===== src/rtl/mem_if_pkg.sv =====
`default_nettype none
// ============================================================================
//  Module      : mem_if_pkg
//  Description : Shared definitions for the cache <-> main-memory interface.
//                Imported by both the cache controller and the memory
//                responder so that both ends agree on widths and states.
//  Contents    : ADDR_W, DATA_W, LATENCY_MAX, mem_state_t, mem_word_t
//  Revision    : 1.0 - initial release
// ============================================================================
package mem_if_pkg;

  localparam int ADDR_W      = 5;   // block address = {tag[3:0], index}
  localparam int DATA_W      = 4;   // one block is one data word
  localparam int LATENCY_MAX = 15;  // largest access latency the counter holds

  typedef enum logic [1:0] {
    IDLE = 2'd0,
    WAIT = 2'd1,
    RESP = 2'd2
  } mem_state_t;

  typedef logic [3:0] mem_word_t;

endpackage : mem_if_pkg
`default_nettype wire


===== src/rtl/mem_array.sv =====
`default_nettype none
// ============================================================================
//  Module      : mem_array
//  Description : (2**ADDR_W) x DATA_W backing store. Asynchronous reset
//                preloads every word with the low bits of its own address.
//                One synchronous write port and one registered read port
//                sharing a single address.
//  Ports       : clock_i    in   system clock, rising edge
//                reset_n_i  in   asynchronous active-low reset
//                we_i       in   write enable
//                re_i       in   read enable (loads the read register)
//                addr_i     in   word address
//                wdata_i    in   write data
//                rdata_o    out  registered read data, holds between reads
//  Revision    : 1.0 - initial release
// ============================================================================
module mem_array
  import mem_if_pkg::*;
#(
  parameter int ADDR_W = mem_if_pkg::ADDR_W,
  parameter int DATA_W = mem_if_pkg::DATA_W
) (
  input  logic              clock_i,
  input  logic              reset_n_i,
  input  logic              we_i,
  input  logic              re_i,
  input  logic [ADDR_W-1:0] addr_i,
  input  logic [DATA_W-1:0] wdata_i,
  output logic [DATA_W-1:0] rdata_o
);

  localparam int DEPTH = 1 << ADDR_W;

  logic [DATA_W-1:0] mem_q [DEPTH];
  logic [DATA_W-1:0] rdata_q;

  // Reset restores the preload pattern, so a write that was still in
  // flight when reset hit can never survive.
  always_ff @(posedge clock_i or negedge reset_n_i) begin
    if (!reset_n_i) begin
      for (int a = 0; a < DEPTH; a++) begin
        mem_q[a] <= DATA_W'(a);
      end
      rdata_q <= '0;
    end else begin
      if (we_i) begin
        mem_q[addr_i] <= wdata_i;
      end
      if (re_i) begin
        rdata_q <= mem_q[addr_i];
      end
    end
  end

  assign rdata_o = rdata_q;

endmodule : mem_array
`default_nettype wire


===== src/rtl/main_memory_responder.sv =====
`default_nettype none
// ============================================================================
//  Module      : main_memory_responder
//  Description : Main-memory side of the cache <-> memory interface. Serves
//                line-fill reads and dirty write-backs with a fixed access
//                latency followed by a one-cycle ack. Requests are sampled
//                only in IDLE; a write wins over a simultaneous read.
//  Options     : MEM_STATS_EN - adds rd_count_o / wr_count_o ack counters.
//  Parameters  : ADDR_W (5), DATA_W (4), LATENCY (3, legal 1..15)
//  Ports       : clock_i     in   system clock, rising edge
//                reset_n_i   in   asynchronous active-low reset
//                rd_req_i    in   line-fill request, held until ack
//                wr_req_i    in   write-back request, held until ack
//                addr_i      in   block address {tag[3:0], index}
//                wdata_i     in   write-back data
//                rdata_o     out  read data, valid in a read ack cycle
//                ack_o       out  one-cycle completion pulse
//                busy_o      out  request captured and not yet acked
//                rd_count_o  out  read acks issued, wraps (MEM_STATS_EN)
//                wr_count_o  out  write acks issued, wraps (MEM_STATS_EN)
//  Revision    : 1.0 - initial release
// ============================================================================
module main_memory_responder
  import mem_if_pkg::*;
#(
  parameter int ADDR_W  = mem_if_pkg::ADDR_W,
  parameter int DATA_W  = mem_if_pkg::DATA_W,
  parameter int LATENCY = 3
) (
  input  logic              clock_i,
  input  logic              reset_n_i,
  input  logic              rd_req_i,
  input  logic              wr_req_i,
  input  logic [ADDR_W-1:0] addr_i,
  input  logic [DATA_W-1:0] wdata_i,
  output logic [DATA_W-1:0] rdata_o,
  output logic              ack_o,
  output logic              busy_o
`ifdef MEM_STATS_EN
  ,
  output logic [7:0]        rd_count_o,
  output logic [7:0]        wr_count_o
`endif
);

  localparam int CNT_W = 4;  // holds LATENCY_MAX

  mem_state_t        state_q, state_d;
  logic [CNT_W-1:0]  cnt_q, cnt_d;
  logic              op_wr_q, op_wr_d;
  logic [ADDR_W-1:0] addr_q, addr_d;
  logic [DATA_W-1:0] wdata_q, wdata_d;
  logic              ack_q, ack_d;
  logic              busy_q, busy_d;
  logic              w_mem_we;
  logic              w_mem_re;

  always_comb begin
    state_d  = state_q;
    cnt_d    = cnt_q;
    op_wr_d  = op_wr_q;
    addr_d   = addr_q;
    wdata_d  = wdata_q;
    ack_d    = 1'b0;
    busy_d   = busy_q;
    w_mem_we = 1'b0;
    w_mem_re = 1'b0;
    case (state_q)
      IDLE: begin
        if (wr_req_i || rd_req_i) begin
          // Write-back precedes fill; a concurrent read stays asserted by
          // the requester and is picked up on a later IDLE cycle.
          op_wr_d = wr_req_i;
          addr_d  = addr_i;
          wdata_d = wdata_i;
          // WAIT spans LATENCY+1 edges including the terminal one, which
          // puts ack LATENCY+1 edges after the capture edge.
          cnt_d   = CNT_W'(LATENCY);
          busy_d  = 1'b1;
          state_d = WAIT;
        end
      end
      WAIT: begin
        if (cnt_q == '0) begin
          w_mem_we = op_wr_q;
          w_mem_re = !op_wr_q;
          ack_d    = 1'b1;
          busy_d   = 1'b0;
          state_d  = RESP;
        end else begin
          cnt_d = cnt_q - CNT_W'(1);
        end
      end
      RESP: begin
        state_d = IDLE;
      end
      default: begin
        state_d = IDLE;
      end
    endcase
  end

  always_ff @(posedge clock_i or negedge reset_n_i) begin
    if (!reset_n_i) begin
      state_q <= IDLE;
      cnt_q   <= '0;
      op_wr_q <= 1'b0;
      addr_q  <= '0;
      wdata_q <= '0;
      ack_q   <= 1'b0;
      busy_q  <= 1'b0;
    end else begin
      state_q <= state_d;
      cnt_q   <= cnt_d;
      op_wr_q <= op_wr_d;
      addr_q  <= addr_d;
      wdata_q <= wdata_d;
      ack_q   <= ack_d;
      busy_q  <= busy_d;
    end
  end

  mem_array #(
    .ADDR_W (ADDR_W),
    .DATA_W (DATA_W)
  ) u_mem_array (
    .clock_i   (clock_i),
    .reset_n_i (reset_n_i),
    .we_i      (w_mem_we),
    .re_i      (w_mem_re),
    .addr_i    (addr_q),
    .wdata_i   (wdata_q),
    .rdata_o   (rdata_o)
  );

  assign ack_o  = ack_q;
  assign busy_o = busy_q;

`ifdef MEM_STATS_EN
  logic [7:0] rd_count_q;
  logic [7:0] wr_count_q;

  // The array enables fire on the same edge that raises ack, so the
  // counters step in the ack cycle itself.
  always_ff @(posedge clock_i or negedge reset_n_i) begin
    if (!reset_n_i) begin
      rd_count_q <= '0;
      wr_count_q <= '0;
    end else begin
      if (w_mem_re) begin
        rd_count_q <= rd_count_q + 8'd1;
      end
      if (w_mem_we) begin
        wr_count_q <= wr_count_q + 8'd1;
      end
    end
  end

  assign rd_count_o = rd_count_q;
  assign wr_count_o = wr_count_q;
`endif

endmodule : main_memory_responder
`default_nettype wire

===== config.mk =====
export PLATFORM = sky130hd
export DESIGN_NAME = main_memory_responder
export DESIGN_NICKNAME = d
export VERILOG_FILES = /design/src/rtl/mem_if_pkg.sv /design/src/rtl/mem_array.sv /design/src/rtl/main_memory_responder.sv
export SDC_FILE = /design/constraint.sdc
export NUM_CORES = 1
export LEC_CHECK = 0
export CAP_MARGIN = 5
export CORE_MARGIN = 5
export CORE_UTILIZATION = 65
export CTS_CLUSTER_DIAMETER = 150
export DETAILED_ROUTE_END_ITERATION = 7
export GPL_TIMING_DRIVEN = 0
export PLACE_DENSITY = 0.83
export SLEW_MARGIN = 10
export SYNTH_ARGS = -nofsm -noshare
export SYNTH_HDL_FRONTEND = slang
export SYNTH_SLANG_ARGS = --single-unit

===== constraint.sdc =====
create_clock -name clock_i -period 3.25 [get_ports clock_i]
set_clock_uncertainty 0.2 [all_clocks]
set_input_delay 0.65 -clock clock_i [delete_from_list [all_inputs] [get_ports clock_i]]
set_output_delay 0.65 -clock clock_i [all_outputs]
set_load 0.05 [all_outputs]

# == Word-level counts from Yosys, hierarchy flattened ==
# Index checks and enable logic that the tools add are counted.
# word_totals
ff_bits,150
input_bits,13
# op_classes
addsub,1
n_lt_le_gt_ge,2
eq_ne,4
n_mux,21
bitwise_logic,1
reduce_logical,10
# ops
op,n
$bwmux W128,1
$bmux W4 S5,1
$demux W4 S5,1
$mux W4,5
$mux W1,8
$pmux W4 S2,1
$ge A6 B6 Y1 const B,1
$lt A6 B1 Y1 const B,1
$ne A2 B2 Y1 const B,3
$not A5 Y6,1
$reduce_and A3 Y1,2
$logic_not A4 Y1,1
$mux W2,2
$pmux W2 S2,1
$reduce_and A2 Y1,2
$sub A4 B1 Y4 const B,1
$eq A2 B1 Y1 const B,1
$logic_not A2 Y1,1
$pmux W1 S2,1
$reduce_bool A2 Y1,1
$logic_and A1 B1 Y1,1
$logic_not A1 Y1,1
$logic_or A1 B1 Y1,1

# == Longest topological paths before layout ==
# Gate-level depths: netlist of the first run.
# logic_depth
ltp_word,6
depth_mapped,8

# == Hierarchy ==
# Synthesis of the first run repeated with hierarchy kept, for this count alone.
# unflattened
cells_unflattened,468
hier_area_um2,7033.0
# by_module_without_submodules
mod,instances,cells_each,area_each_um2,seq_area_each_um2
mem_array,1,408,6203.4,3383.2
main_memory_responder,1,60,829.5,450.4

# == Worst setup path after synthesis of the first run ==
# No wires, ideal clock.
# synth_timing
path_type,reg-to-reg
start,register cnt_q[0]
end,register u_mem_array.mem_q[9] in the netlist's numbering
setup_time_ps,125
t_arrival_ps,1811
path_slack_ps,1115
path_stages_with_launch,9
period_less_slack_ps,2135
path_cell_list,dfrtp_1 > inv_1 > ha_1 > nor3b_2 > and3_1 > buf_4 > nand3b_4 > nor2_4 > mux2_2
# synth_via
elab_chain_cells,3
# synth_lines
element,line,rtl
start: declaration,main_memory_responder.sv:49,"logic [CNT_W-1:0] cnt_q, cnt_d;"
start signal: assignment,main_memory_responder.sv:114,cnt_q <= cnt_d;
$logic_not A4 Y1,main_memory_responder.sv:84,if (cnt_q == '0) begin
$mux W1,main_memory_responder.sv:84,
$mux W1,main_memory_responder.sv:68,case (state_q)
end signal: indexed assignment,mem_array.sv:42,mem_q[a] <= DATA_W'(a);
end signal: indexed assignment,mem_array.sv:47,mem_q[addr_i] <= wdata_i;
end: declaration,mem_array.sv:34,logic [DATA_W-1:0] mem_q [DEPTH];
# No other way between the ends.
# A chain may end at the register's enable or synchronous reset.

# == Final worst setup path of the first run ==
# layout_timing
start,register cnt_q[0]
end,register u_mem_array.mem_q[28] in the netlist's numbering
# Same word-level chain as after synthesis.

==> results of run 1 <==
==> synth_stat cells (all sizes together), types with 2 or more instances <==
library cell / count
a2111oi: 2
a22oi: 2
a31oi: 3
a32o: 2
and3: 2
buf: 17
clkbuf: 15
dfrtp: 86
dfstp: 64
ha: 2
inv: 5
mux2: 137
mux2i: 19
mux4: 19
nand2: 47
nand2b: 3
nand3: 7
nand3b: 4
nor2: 46
nor2b: 4
nor3: 6
nor3b: 3
nor4: 4
o211ai: 3
o21ai: 3
o22a: 5
o22ai: 2
or2: 2
or3: 2
or3b: 2
==> final timing paths <==
kind | end | cells past startpoint | slack (ns) | start
max | u_mem_array.mem_q[28] | 8 | 0.70 | cnt_q[0]
min | u_mem_array.mem_q[116] | 1 | 0.11 | reset_n_i
max reg2reg | u_mem_array.mem_q[28] | 8 | 0.70 | cnt_q[0]
min reg2reg | u_mem_array.mem_q[68] | 1 | 0.29 | u_mem_array.mem_q[68]
max in group asynchronous | u_mem_array.mem_q[31] | 2 | 1.93 | reset_n_i
min in group clock_i | u_mem_array.mem_q[68] | 1 | 0.29 | u_mem_array.mem_q[68]
==> cell type report <==
cell class | count | share of cell area (%)
clock inverters | 8 | 1.72
well taps | 140 | 2.10
clock buffers | 24 | 5.76
repair buffers | 19 | 2.50
plain buffers | 32 | 2.50
flip-flops and latches | 150 | 45.9
inverters | 5 | 0.225
multi-input cells | 340 | 39.3
==> kinds of logic (layout without fill, tap and decap cells) <==
kind of cell	count (synthesis)	count (layout)	share of synthesized area, %
muxes	175	175	29.8
DFF	150	150	52.2
and+or+nand+nor	135	135	11.6
buffers and inverters	37	88	3.10
AOI/OAI and AO/OA	26	26	2.74
adders and majority gates	2	2	0.341
xor gates and xnor gates	2	2	0.238
==> worst max-delay path, cell delays in order, from the launching register on <==
cell and delay (ns):
dfrtp_1 0.39, inv_1 0.10, ha_1 0.18, nor3b_2 0.19
and3_1 0.17, buf_4 0.16, nand2_2 0.22, nor2_1 0.44
mux2_2 0.38
==> cells in the final DEF (no fill, tap or decap), types with 6 or more instances in the layout <==
cell | Yosys | routed
nor2_1 | 19 | 19
nand2_1 | 46 | 46
clkdlybuf4s50_1 | 0 | 17
mux2_1 | 10 | 10
nor2_4 | 24 | 24
buf_4 | 7 | 7
dfrtp_1 | 86 | 86
clkbuf_1 | 14 | 18
mux2i_1 | 19 | 19
dfstp_2 | 64 | 64
mux4_2 | 14 | 14
mux2_2 | 125 | 125
nand3_1 | 6 | 6
nor3_1 | 6 | 6
clkbuf_16 | 0 | 17
==> routing by layer <==
layer | track usage (%) | vias to the layer above | share of wire [%]
li1 | - | 1977 | -
met1 | 38.1 | 2414 | 42
met2 | 44.1 | 157 | 49
met3 | 7.20 | 37 | 5.8
met4 | 13.1 | 0 | 2.8
met5 | 0 | - | 0
==> power breakdown <==
part / switching [mW] / internal (mW)
clock network: 0.738 / 1.34
logic: 1.37 / 0.879
registers: 0.283 / 2.32
==> state kept, by name (all words and copies together), names as in the netlist <==
register / flops
ack_o: 1
addr_q: 5
busy_o: 1
cnt_q: 4
op_wr_q: 1
state_q: 2
u_mem_array.mem_q: 128
u_mem_array.rdata_o: 4
wdata_q: 4
==> per-stage QoR <==
step           worst slack (ns)  TNS (ns)  hold WS, ns  area, µm²  instances
3_3_place_gp              -4.22   -519.78        0.261       7700        685
3_5_place_dp              0.769         0        0.279       7730        686
6_report                  0.695         0        0.108       8360        718
5_1_grt                   0.547         0        0.171       8360        718
2_1_floorplan              1.11         0        0.154       7350        527
4_1_cts                   0.722         0        0.136       8360        718
==> run_results.csv, run 1 <==
group,metric,value,unit
sta,finalMaxSlewViolations,0,
clock_tree,clk_transition_reported_paths,0.06,ns
logic_synthesis,syn-num-nets,542,
routing,wl_per_cell,24.2,µm
logic_synthesis,synth-warning-count,0,
finish,layout.area.seq,3830,µm²
finish,syn_to_final_growth,13.7,%
logic_synthesis,synth.distinct_cells,53,
worst_setup_path,required,3.36,ns
global_route,grt_pass1_wl,28000,µm
global_route,antenna_found_initial,0,
worst_setup_path,endpoint_kind,"register",
global_route,grt_pass1_vias,4948,
pwr,power,6.93,mW
logic_synthesis,synth_edf_count,0,
logic_synthesis,synth-async-reset-ratio,100,%
clock_tree,post-cts-setup-buffers,0,
routing,vias,4585,
floorplanning,start_util,67.2,%
finish,nFillCells,674,
clock_tree,cts-root-buf,"clkbuf_16",
sta,final.min_clock_period,2.55,ns
place,portBuffers,18,
global_route,gr-total-overflow,0,
worst_setup_path,cp-start-kind,"register",
clock_tree,numClockSinks,150,
run_status,status,"complete, no violations",
clock_tree,cts_buffers,17,
finish,diodes,0,
routing,dr.pass1.iters,5,
clock_tree,htree_levels,4,
logic_synthesis,netlist_area,7350,µm²
clock_tree,cts-resized-gates,0,
clock_tree,insertion_delay,0.43,ns
sta,setup_viol,0,
clock_tree,cts_tree,"built",
floorplanning,num_io_pins,19,
pwr,vdd_drop_max,0.649,mV
finish,multi_input_area,3290,µm²
logic_synthesis,synth_top_flop_cell,"dfrtp_1",
global_route,grt_max_degree,96,
routing,wl,17300,µm
finish,drive_gt1_share,50.2,%
logic_synthesis,syn_area_per_cell,13.9,µm²
routing,detail_route.iter0.violations,469,
floorplanning,die_w,116,µm
routing,vias_per_cell,6.39,
sta,max-slew-margin-rel,44.1,%
finish,fin_nets,580,
sta,fin_crit_sh,78.6,%
floorplanning,die_h,116,µm
sta,fmax,391,MHz
flow_run,cap_violations,0,
worst_setup_path,arrival,2.67,ns
floorplanning,row_count,38,
sta,tightest_slew,0.839,ns
logic_synthesis,ys_seq_elements,150,
pwr,p_leak,3.66,nW
clock_tree,clk_path_buf_depth,2,
logic_synthesis,synth.top_cell.area_share,29.3,%
floorplanning,core,10900,µm²
pwr,power.density,829,nW/µm²
finish,finish.utilization,76.4,%
clock_tree,cts_hold_buf,0,
worst_hold_path,hold_class,"in -> async",
logic_synthesis,synth_top_area_cell,"dfrtp_1",
routing,drc_errors,0,
logic_synthesis,synthCells,527,
worst_setup_path,crit_type,"reg -> reg",
place,gp_congestion,0.944,
logic_synthesis,synth_area_leaders,"dfrtp_1 (29%), dfstp_2 (23%), mux2_2 (19%)",
sta,hold_viol,0,
logic_synthesis,ys_seq_area_share,52.2,%
floorplanning,die_area,13500,µm²
sta,rsz0062_at_grt,"no",
worst_setup_path,crit_fanout,8,
place,dpl.hpwl,12000,µm
global_route,track_usage,28.5,%
routing,drtAntennaViolNets,0,
Power figures use the tool's default switching activity.
==> inputs of run 2 (changes only) <==
--- a/config.mk
+++ b/config.mk
@@ -7,11 +7,11 @@
 export LEC_CHECK = 0
 export CAP_MARGIN = 5
 export CORE_MARGIN = 5
-export CORE_UTILIZATION = 65
+export CORE_UTILIZATION = 56
 export CTS_CLUSTER_DIAMETER = 150
 export DETAILED_ROUTE_END_ITERATION = 7
 export GPL_TIMING_DRIVEN = 0
-export PLACE_DENSITY = 0.83
+export PLACE_DENSITY = 0.76
 export SLEW_MARGIN = 10
 export SYNTH_ARGS = -nofsm -noshare
 export SYNTH_HDL_FRONTEND = slang
==> constraint.sdc (replaced) <==
create_clock -name clock_i -period 2.2 [get_ports clock_i]
set_clock_uncertainty 0.2 [all_clocks]
set_input_delay 0.44 -clock clock_i [delete_from_list [all_inputs] [get_ports clock_i]]
set_output_delay 0.44 -clock clock_i [all_outputs]
set_load 0.05 [all_outputs]
==> run 2 against run 1 <==
Effect of this change: largest cell class unchanged; critical path type unchanged; maximum frequency is 15% higher; cell count is 6.1% higher; the run now ends with setup timing left; sequential power is 49% higher; power is 55% higher; sequential cell count stayed put; clock-buffer cell count is 1 lower.
==> run_results.csv, run 2 (synthesized netlist as in run 1, its figures left out) <==
group,metric,value,unit
routing,drc_errors,0,
finish,top_regs,"u_mem_array.mem_q (128), addr_q (5)",
clock_tree,clk_transition_reported_paths,0.06,ns
global_route,grt_pass1_vias,4961,
clock_tree,htree_levels,4,
place,gp_congestion,0.942,
routing,vias_per_cell,6.04,
finish,multi_input_area,3690,µm²
global_route,grt_max_degree,78,
global_route,grt_util_met1,32.3,%
pwr,seqPwrFrac,36.0,%
finish,layout.area.seq,3830,µm²
routing,vias,4600,
clock_tree,cts-root-buf,"clkbuf_16",
worst_hold_path,hold_class,"reg -> reg",
routing,wl,18200,µm
finish,syn_to_final_growth,22.2,%
routing,dr.pass1.iters,5,
global_route,grt_pass1_wl,28300,µm
pwr,power.density,1200,nW/µm²
pwr,vdd_drop_max,0.747,mV
flow_run,cap_violations,0,
pwr,swShare,35.0,%
sta,rsz0062_at_grt,"yes",
pwr,p_sw,3.76,mW
run_status,failed_checks,"setup timing",
global_route,track_usage,23.6,%
routing,drtAntennaViolNets,0,
pwr,intPower,6.98,mW
worst_setup_path,crit_type,"reg -> reg",
finish,nFillCells,871,
worst_setup_path,crit_fanout,9,
sta,fin_setup_tns,-0.172,ns
sta,tightest_slew,0.697,ns
floorplanning,start_util,57.7,%
global_route,grt_use_met3,5.32,%
floorplanning,die_w,125,µm
finish,largest_reg_flops,128,
worst_setup_path,arrival,2.32,ns
sta,final.min_clock_period,2.23,ns
finish,fin_nets,592,
floorplanning,die_area,15500,µm²
routing,detail_route.iter0.violations,463,
floorplanning,core,12700,µm²
clock_tree,cts_tree,"built",
sta,fin_crit_sh,101,%
pwr,clkPwrFrac,28.9,%
pwr,p_leak,3.82,nW
sta,hold_viol,0,
worst_setup_path,endpoint_kind,"register",
place,portBuffers,18,
global_route,grt.busiest_layer,"met2",
sta,fmax,448,MHz
sta,setup_viol,19,
finish,mostFrequentLayoutCells,"dfrtp_1 (86), mux2_4 (68), mux2_2 (66), dfstp_2 (64), nand2_1 (46)",
floorplanning,row_count,41,
pwr,comb_power_share,35.1,%
finish,regMostFlops,"u_mem_array.mem_q",
floorplanning,num_io_pins,19,
sta,max-slew-margin-rel,53.5,%
global_route,gr-total-overflow,0,
finish,final_common_cell,"dfrtp_1",
clock_tree,cts_buffers,17,
global_route,grtUsageMet2,37.4,%
run_status,status,"finished, violations left",
sta,setup_ws,-0.0299,ns
clock_tree,insertion_delay,0.43,ns
floorplanning,die_h,125,µm
finish,diodes,0,
finish,drive_gt1_share,55.9,%
sta,finalMaxSlewViolations,0,
finish,finish.utilization,70.6,%
global_route,antenna_found_initial,0,
clock_tree,numClockSinks,150,
routing,wl_per_cell,23.9,µm
worst_setup_path,cp-start-kind,"register",
place,dpl.hpwl,11700,µm
clock_tree,clk_path_buf_depth,2,
worst_setup_path,required,2.29,ns
run 2: changes by cell type in the layout (fill, tap and decap cells not counted), sizes merged:
cell,delta
clkinvlp,+1
buf,+11
clkbuf,-1
dlymetal6s2s,+1
dlygate4sd2,+5
clkdlybuf4s50,-6
dlygate4sd3,+1
inv,-1
clkinv,+1
run 2: per-layer routing:
layer / share of wire [%] / wire length (µm)
met5: 0 / 0
met4: 1.6 / 298
met3: 6.8 / 1250
met2: 48 / 8810
met1: 43 / 7830
run 2: final cells by class:
type	instances	area share (%)
Timing Repair Buffer	32	3.86
Clock buffer	23	5.32
Multi-Input combinational cell	340	41.1
Buffer	31	2.76
Inverter	5	0.209
Clock inverter	9	1.64
Tap cell	172	2.40
Sequential cell	150	42.7
run 2: final timing paths:
path                                          end  startpoint  slack (ns)  depth (start not counted)
setup reg to reg           u_mem_array.rdata_o[0]   addr_q[0]       -0.03                          6
setup / recovery           u_mem_array.rdata_o[0]   addr_q[0]       -0.03                          6
hold / removal                             busy_o      busy_o        0.29                          2
min in group asynchronous                cnt_q[1]   reset_n_i        0.39                          2
max in group asynchronous   u_mem_array.mem_q[83]   reset_n_i        0.58                          3
hold reg to reg                            busy_o      busy_o        0.29                          2
run 2: stage by stage:
stage               setup slack, ns  cells  hold WS [ns]  total power, mW  instance area, µm²
floorplan                    0.0647    527       -0.0556             6.04                7350
global placement              -5.17    717         0.259             7.02                7740
detailed placement           -0.272    718         0.274             7.13                7770
CTS                        -0.00419    760         0.283             10.4                8660
global route                -0.0794    762         0.292             11.2                8980
finish                      -0.0299    762         0.288             10.7                8980
run 2: power groups by stage:
stage	clock network, mW	registers (mW)	logic [mW]
2_1_floorplan	0	3.88	2.17
3_3_place_gp	0	3.83	3.20
3_5_place_dp	0	3.86	3.27
4_1_cts	3.13	3.82	3.44
5_1_grt	3.24	3.93	3.98
6_report	3.10	3.87	3.77
run 2: critical path: stages (launching register included):
cell and delay [ns]:
dfrtp_1 0.39, buf_12 0.17, mux4_2 0.52, nand2_1 0.11, o21ai_0 0.15, a2111oi_2 0.41
a31oi_1 0.13
run 2: what timing repair did:
| action | CTS | global route |
|---|---|---|
| pin swaps | 19 | 22 |
| endpoints found under the hold margin | 46 | 0 |
| resized for setup | 44 | 77 |
| buffers inserted | 9 | 3 |
| hold buffers | 1 | 0 |
| setup endpoints to repair | 137 | 133 |
| gates cloned | 0 | 0 |
